**src/rtl/multicycle_control.sv**
```systemverilog
// rtl/multicycle_control.sv - multicycle MIPS control sequencer with memory handshake, retire counter and halt
module multicycle_control #(
   parameter int MEM_TIMEOUT = 16,
   parameter int CNT_WIDTH   = 32
) (
   input  logic                 clk,
   input  logic                 reset,
   input  logic [5:0]           opcode,
   input  logic                 mem_ready,
   output logic                 pc_write,
   output logic                 branch_eq,
   output logic                 branch_ne,
   output logic                 iord,
   output logic                 memread,
   output logic                 memwrite,
   output logic                 memtoreg,
   output logic                 ir_write,
   output logic                 regdst,
   output logic                 regwrite,
   output logic                 alusrc_a,
   output logic [1:0]           alusrc_b,
   output logic [1:0]           aluop,
   output logic [1:0]           pc_source,
   output logic [3:0]           state,
   output logic [CNT_WIDTH-1:0] retired,
   output logic                 halted,
   output logic [1:0]           halt_cause
);

   typedef enum logic [3:0] {
      S_IDLE    = 4'd0,
      S_FETCH   = 4'd1,
      S_DECODE  = 4'd2,
      S_MEMADR  = 4'd3,
      S_MEMRD   = 4'd4,
      S_MEMWB   = 4'd5,
      S_MEMWR   = 4'd6,
      S_EXEC    = 4'd7,
      S_RWB     = 4'd8,
      S_BRANCH  = 4'd9,
      S_JUMP    = 4'd10,
      S_ADDI_EX = 4'd11,
      S_ADDI_WB = 4'd12,
      S_HALT    = 4'd15
   } state_t;

   localparam logic [5:0] OP_RTYPE = 6'b000000;
   localparam logic [5:0] OP_LW    = 6'b100011;
   localparam logic [5:0] OP_SW    = 6'b101011;
   localparam logic [5:0] OP_BEQ   = 6'b000100;
   localparam logic [5:0] OP_BNE   = 6'b000101;
   localparam logic [5:0] OP_J     = 6'b000010;
   localparam logic [5:0] OP_ADDI  = 6'b001000;

   localparam int WW = $clog2(MEM_TIMEOUT + 1);
   localparam logic [WW-1:0] WAIT_LAST = WW'(MEM_TIMEOUT - 1);

   state_t        cur;
   logic [WW-1:0] wait_cnt;

   assign state = cur;

   always_ff @(posedge clk) begin
      if (reset) begin
         cur        <= S_IDLE;
         retired    <= '0;
         halted     <= 1'b0;
         halt_cause <= 2'b00;
         wait_cnt   <= '0;
      end else begin
         case (cur)
            S_IDLE: cur <= S_FETCH;
            // wait_cnt holds cycles already waited; the MEM_TIMEOUT-th idle cycle halts unless ready
            S_FETCH, S_MEMRD, S_MEMWR: begin
               if (mem_ready) begin
                  wait_cnt <= '0;
                  case (cur)
                     S_FETCH: cur <= S_DECODE;
                     S_MEMRD: cur <= S_MEMWB;
                     default: begin
                        cur     <= S_FETCH;
                        retired <= retired + CNT_WIDTH'(1);
                     end
                  endcase
               end else if (wait_cnt == WAIT_LAST) begin
                  cur        <= S_HALT;
                  halted     <= 1'b1;
                  halt_cause <= 2'b10;
               end else begin
                  wait_cnt <= wait_cnt + WW'(1);
               end
            end
            S_DECODE: begin
               case (opcode)
                  OP_RTYPE:      cur <= S_EXEC;
                  OP_LW, OP_SW:  cur <= S_MEMADR;
                  OP_BEQ, OP_BNE: cur <= S_BRANCH;
                  OP_J:          cur <= S_JUMP;
                  OP_ADDI:       cur <= S_ADDI_EX;
                  default: begin
                     cur        <= S_HALT;
                     halted     <= 1'b1;
                     halt_cause <= 2'b01;
                  end
               endcase
            end
            S_MEMADR:  cur <= (opcode == OP_LW) ? S_MEMRD : S_MEMWR;
            S_EXEC:    cur <= S_RWB;
            S_ADDI_EX: cur <= S_ADDI_WB;
            S_MEMWB, S_RWB, S_BRANCH, S_JUMP, S_ADDI_WB: begin
               cur     <= S_FETCH;
               retired <= retired + CNT_WIDTH'(1);
            end
            S_HALT:  cur <= S_HALT;
            default: cur <= S_IDLE;
         endcase
      end
   end

   always_comb begin
      pc_write  = 1'b0;
      branch_eq = 1'b0;
      branch_ne = 1'b0;
      iord      = 1'b0;
      memread   = 1'b0;
      memwrite  = 1'b0;
      memtoreg  = 1'b0;
      ir_write  = 1'b0;
      regdst    = 1'b0;
      regwrite  = 1'b0;
      alusrc_a  = 1'b0;
      alusrc_b  = 2'b00;
      aluop     = 2'b00;
      pc_source = 2'b00;
      case (cur)
         S_FETCH: begin
            memread  = 1'b1;
            alusrc_b = 2'b01;
            pc_write = mem_ready;
            ir_write = mem_ready;
         end
         S_DECODE:  alusrc_b = 2'b11;
         S_MEMADR, S_ADDI_EX: begin
            alusrc_a = 1'b1;
            alusrc_b = 2'b10;
         end
         S_MEMRD: begin
            memread = 1'b1;
            iord    = 1'b1;
         end
         S_MEMWB: begin
            regwrite = 1'b1;
            memtoreg = 1'b1;
         end
         S_MEMWR: begin
            memwrite = 1'b1;
            iord     = 1'b1;
         end
         S_EXEC: begin
            alusrc_a = 1'b1;
            aluop    = 2'b10;
         end
         S_RWB: begin
            regwrite = 1'b1;
            regdst   = 1'b1;
         end
         S_BRANCH: begin
            alusrc_a  = 1'b1;
            aluop     = 2'b01;
            pc_source = 2'b01;
            branch_eq = (opcode == OP_BEQ);
            branch_ne = (opcode == OP_BNE);
         end
         S_JUMP: begin
            pc_write  = 1'b1;
            pc_source = 2'b10;
         end
         S_ADDI_WB: regwrite = 1'b1;
         default: ;
      endcase
   end

endmodule

```
**config.mk**
```make
export PLATFORM = sky130hd
export DESIGN_NAME = multicycle_control
export DESIGN_NICKNAME = d
export VERILOG_FILES = /design/src/rtl/multicycle_control.sv
export SDC_FILE = /design/constraint.sdc
export NUM_CORES = 1
export LEC_CHECK = 0
export CORE_MARGIN = 4
export CORE_UTILIZATION = 49
export CTS_CLUSTER_SIZE = 16
export DETAILED_ROUTE_END_ITERATION = 8
export GPL_TIMING_DRIVEN = 1
export HOLD_SLACK_MARGIN = 0.06
export PLACE_DENSITY = 0.89
export SYNTH_ARGS = -nofsm -noshare
export SYNTH_HDL_FRONTEND = slang
export SYNTH_SLANG_ARGS = --single-unit
```
**constraint.sdc**
```tcl
create_clock -name clk -period 2.2 [get_ports clk]
set_input_delay 0.55 -clock clk [delete_from_list [all_inputs] [get_ports clk]]
set_output_delay 0.55 -clock clk [all_outputs]
set_load 0.03 [all_outputs]
```
==> flow_metrics.tcl, run 1 <==
set metrics [dict create \
    drtIter0Drc 175 \
    yosys-top-cells-area "dfxtp_1, nor2_1, xor2_1" \
    synth_xor_area_share_pct 7.92 \
    die_area_sq_mm 0.00640 \
    cts_tree "yes" \
    viasPerCell 5.84 \
    core_area_sq_mm 0.00488 \
    regArea_sq_um 893 \
    holdBufCountCts 0 \
    h-tree-depth 2 \
    worst_skew_pair.late_latency_ns 0.30 \
    ant_nets 0 \
    gp_congestion 0.885 \
    clockRootBuffer "clkbuf_8" \
    syn_area_sq_mm 0.00254 \
    yosys.area_share.simple_pct 29.0 \
    drive_gt1_share_pct 21.5 \
    post-route-worst-setup-slack_ns -0.0556 \
    dp.cells 468 \
    yosys.area.top_type "dfxtp_1" \
    power_density_mw_per_mm2 789 \
    async_flop_share_pct 0 \
    synthAdderAreaFrac_pct 1.92 \
    port_buffers 64 \
    fin_crit_ns 2.26 \
    tns_ns -0.0577 \
    leakage_uw 0.00141 \
    cts.clk_slew.worst_paths_ns 0.08 \
    max_stage_delay_ns 0.65 \
    fin_skew_ns 0.00747 \
    synth_top_cell_area_share_pct 34.6 \
    rrSetupSlack_ns 0.08 \
    synth_edf_count 0 \
    worst_setup_path_end_kind "flip-flop" \
    synth_top_family_by_area "simple AND/OR/NAND/NOR gates" \
    ys_warn_count 0 \
    synth_compound_gate_area_share_pct 20.9 \
    violations "setup timing" \
    syn_avg_cell_area_sq_um 7.87 \
    tightest_slew_ns 0.741 \
    num_vias 2808 \
    synthMuxAreaShare_pct 1.18 \
    fin_cells 481 \
    yosysUniqueCellTypes 53 \
    crit_path_top_delay_cell "or4b_2" \
    grt_pass1_vias 2526 \
    drc 0 \
    place.detailed.hpwl_microns 5030 \
    status "finished, violations left" \
    setup_viol 2 \
    yosysSeqAreaShare_pct 34.6 \
    crit_path_start_kind "input pin" \
    ys_ff_latch 44 \
    max_cap_violations 0 \
    hold_viol 0 \
    yosys_most_used_dff "dfxtp_1" \
    crit_required_ns 2.38 \
    max_slew_margin_pct 50.2 \
    synthCells 323 \
    final_max_slew_viol_count 0 \
    path_max_fanout 4 \
    synth_nets 335 \
    layout.nets 425 \
    wl_per_cell_microns 15.1 \
    gr-total-overflow 0 \
    area_growth_pct 42.8 \
    yosysMostFrequentCell "nor2_1" \
    antenna_found_initial 0 \
    grt_pass1_wl_microns 11600 \
    rows 25 \
    arrival_ns 2.43 \
    path_class "input pin to flip-flop" \
    nFillCells 360 \
    rsz0062_at_grt "yes" \
    clock_sinks 44 \
    ir_worst_vdd_mv 0.790 \
    synth_common_cells "nor2_1, dfxtp_1, o21ai_0" \
    fmax_mhz 443 \
    cts_buffers 5 \
    clock_path_buffers 2 \
    die_w_microns 80.0 \
    multi_input_area_sq_mm 0.00163 \
    grtUsageTotal_pct 22.5 \
    worstHoldPathType "flip-flop to flip-flop" \
    crit_chain "clkdlybuf4s50_1, or4b_2, a211oi_1, or4b_4, a22o_1, a21oi_1" \
    start_util_pct 52.1 \
    grt_max_degree 37 \
    diodes 0 \
    period_share_pct 103 \
    wirelength_microns 7270 \
    firstDrtPassIters 5 \
    ios 65 \
    die_h_microns 80.0 \
]
-- per-layer routing --
layer  track usage, %  wire [microns]  part of all wire, %  vias to the layer above
met5                0               0                    0                        -
met4             6.93             158                  2.2                        0
li1                 -               -                    -                     1337
met3             3.72             397                  5.5                       30
met1             27.7            2950                   41                     1321
met2             39.9            3770                   52                      120
-- logic make-up (layout without fill, tap and decap cells) --
| family | after synthesis | count (layout) |
|---|---|---|
| mux | 3 | 3 |
| fa+ha+maj | 4 | 4 |
| compound gates | 83 | 83 |
| flops | 44 | 44 |
| simple gates | 138 | 138 |
| buf+inv | 28 | 119 |
| xor+xnor | 23 | 23 |
-- what timing repair did --
action	in CTS	in global routing
setup buffers	0	5
resized for setup	22	15
pin swaps	2	5
hold endpoints to repair	0	0
setup endpoints to repair	12	16
-- worst max-delay path, delay by kind of cell --
kind                   cells  cell delay [ns]
AO/OA/AOI/OAI              3             0.58
buffers and inverters      1             0.43
AND/OR/NAND/NOR            2             0.88
-- final cells by class --
class / instances / area share [%]
multi-input combinational: 251 / 44.8
timing repair buffer: 101 / 24.7
sequential: 44 / 24.6
tap: 67 / 2.31
clock buffer: 6 / 2.27
inverter: 10 / 1.03
clock inverter: 2 / 0.276
-- registers in the layout (all words and copies together), names as in the netlist --
| register | flops |
|---|---|
| state | 4 |
| halt_cause | 2 |
| retired | 32 |
| wait_cnt | 5 |
| halted | 1 |
-- cells in the final DEF (no fill, tap or decap), types with 3 or more instances in the layout --
cell	n
a21oi_1	23
a22oi_1	4
and3_1	9
buf_4	45
buf_6	6
clkbuf_8	6
clkdlybuf4s50_1	42
dfxtp_1	40
dfxtp_4	3
dlygate4sd2_1	6
ha_1	3
inv_1	10
mux2i_1	3
nand2_1	21
nand2b_1	4
nand3_1	8
nand3b_1	4
nand4_1	4
nor2_1	41
nor2_4	3
nor2b_1	4
nor3_1	8
o2111ai_1	4
o211ai_1	8
o21ai_0	25
o22ai_1	3
or3_1	9
xnor2_1	4
xor2_1	19
-- final timing paths --
kind | endpoint | depth (start not counted) | start
max | halted | 6 | opcode[0]
max reg2reg | state[1] | 6 | state[1]
min | halt_cause[0] | 2 | halt_cause[0]
min reg2reg | halt_cause[0] | 2 | halt_cause[0]
-- report_power, final --
part           total (uW)  switching, uW  leakage [uW]  internal [uW]
clock network         524            273     0.0000510            251
logic                1350            788      0.000996            558
registers             994            127      0.000358            867
-- per-stage QoR --
step | total power [uW] | setup slack, ns | area (sq um) | hold WS (ns) | util (%)
floorplan | 1770 | -0.126 | 2560 | 0.448 | -
global placement | 2220 | -0.279 | 3420 | 0.445 | 70.0
detailed placement | 2250 | -0.322 | 3420 | 0.451 | 70.0
CTS | 2770 | 0.00385 | 3540 | 0.461 | 72.6
global route | 3000 | -0.103 | 3630 | 0.475 | 74.4
finish | 2860 | -0.0556 | 3630 | 0.465 | 74.4
Power figures use the tool's default switching activity.
==> run 2: changes to the inputs <==
--- a/config.mk
+++ b/config.mk
@@ -9,7 +9,6 @@
 export CORE_UTILIZATION = 49
 export CTS_CLUSTER_SIZE = 16
 export DETAILED_ROUTE_END_ITERATION = 8
-export GPL_TIMING_DRIVEN = 1
 export HOLD_SLACK_MARGIN = 0.06
 export PLACE_DENSITY = 0.89
 export SYNTH_ARGS = -nofsm -noshare
==> results of run 2 <==
No change in the layout: final DEF, timing and power equal those of run 1.
==> run 3: changes to the inputs <==
--- a/config.mk
+++ b/config.mk
@@ -7,6 +7,7 @@
 export LEC_CHECK = 0
 export CORE_MARGIN = 4
 export CORE_UTILIZATION = 49
+export CTS_CLUSTER_DIAMETER = 60
 export CTS_CLUSTER_SIZE = 16
 export DETAILED_ROUTE_END_ITERATION = 8
 export HOLD_SLACK_MARGIN = 0.06
==> results of run 3 <==
No change in the layout: final DEF, timing and power equal those of run 1.
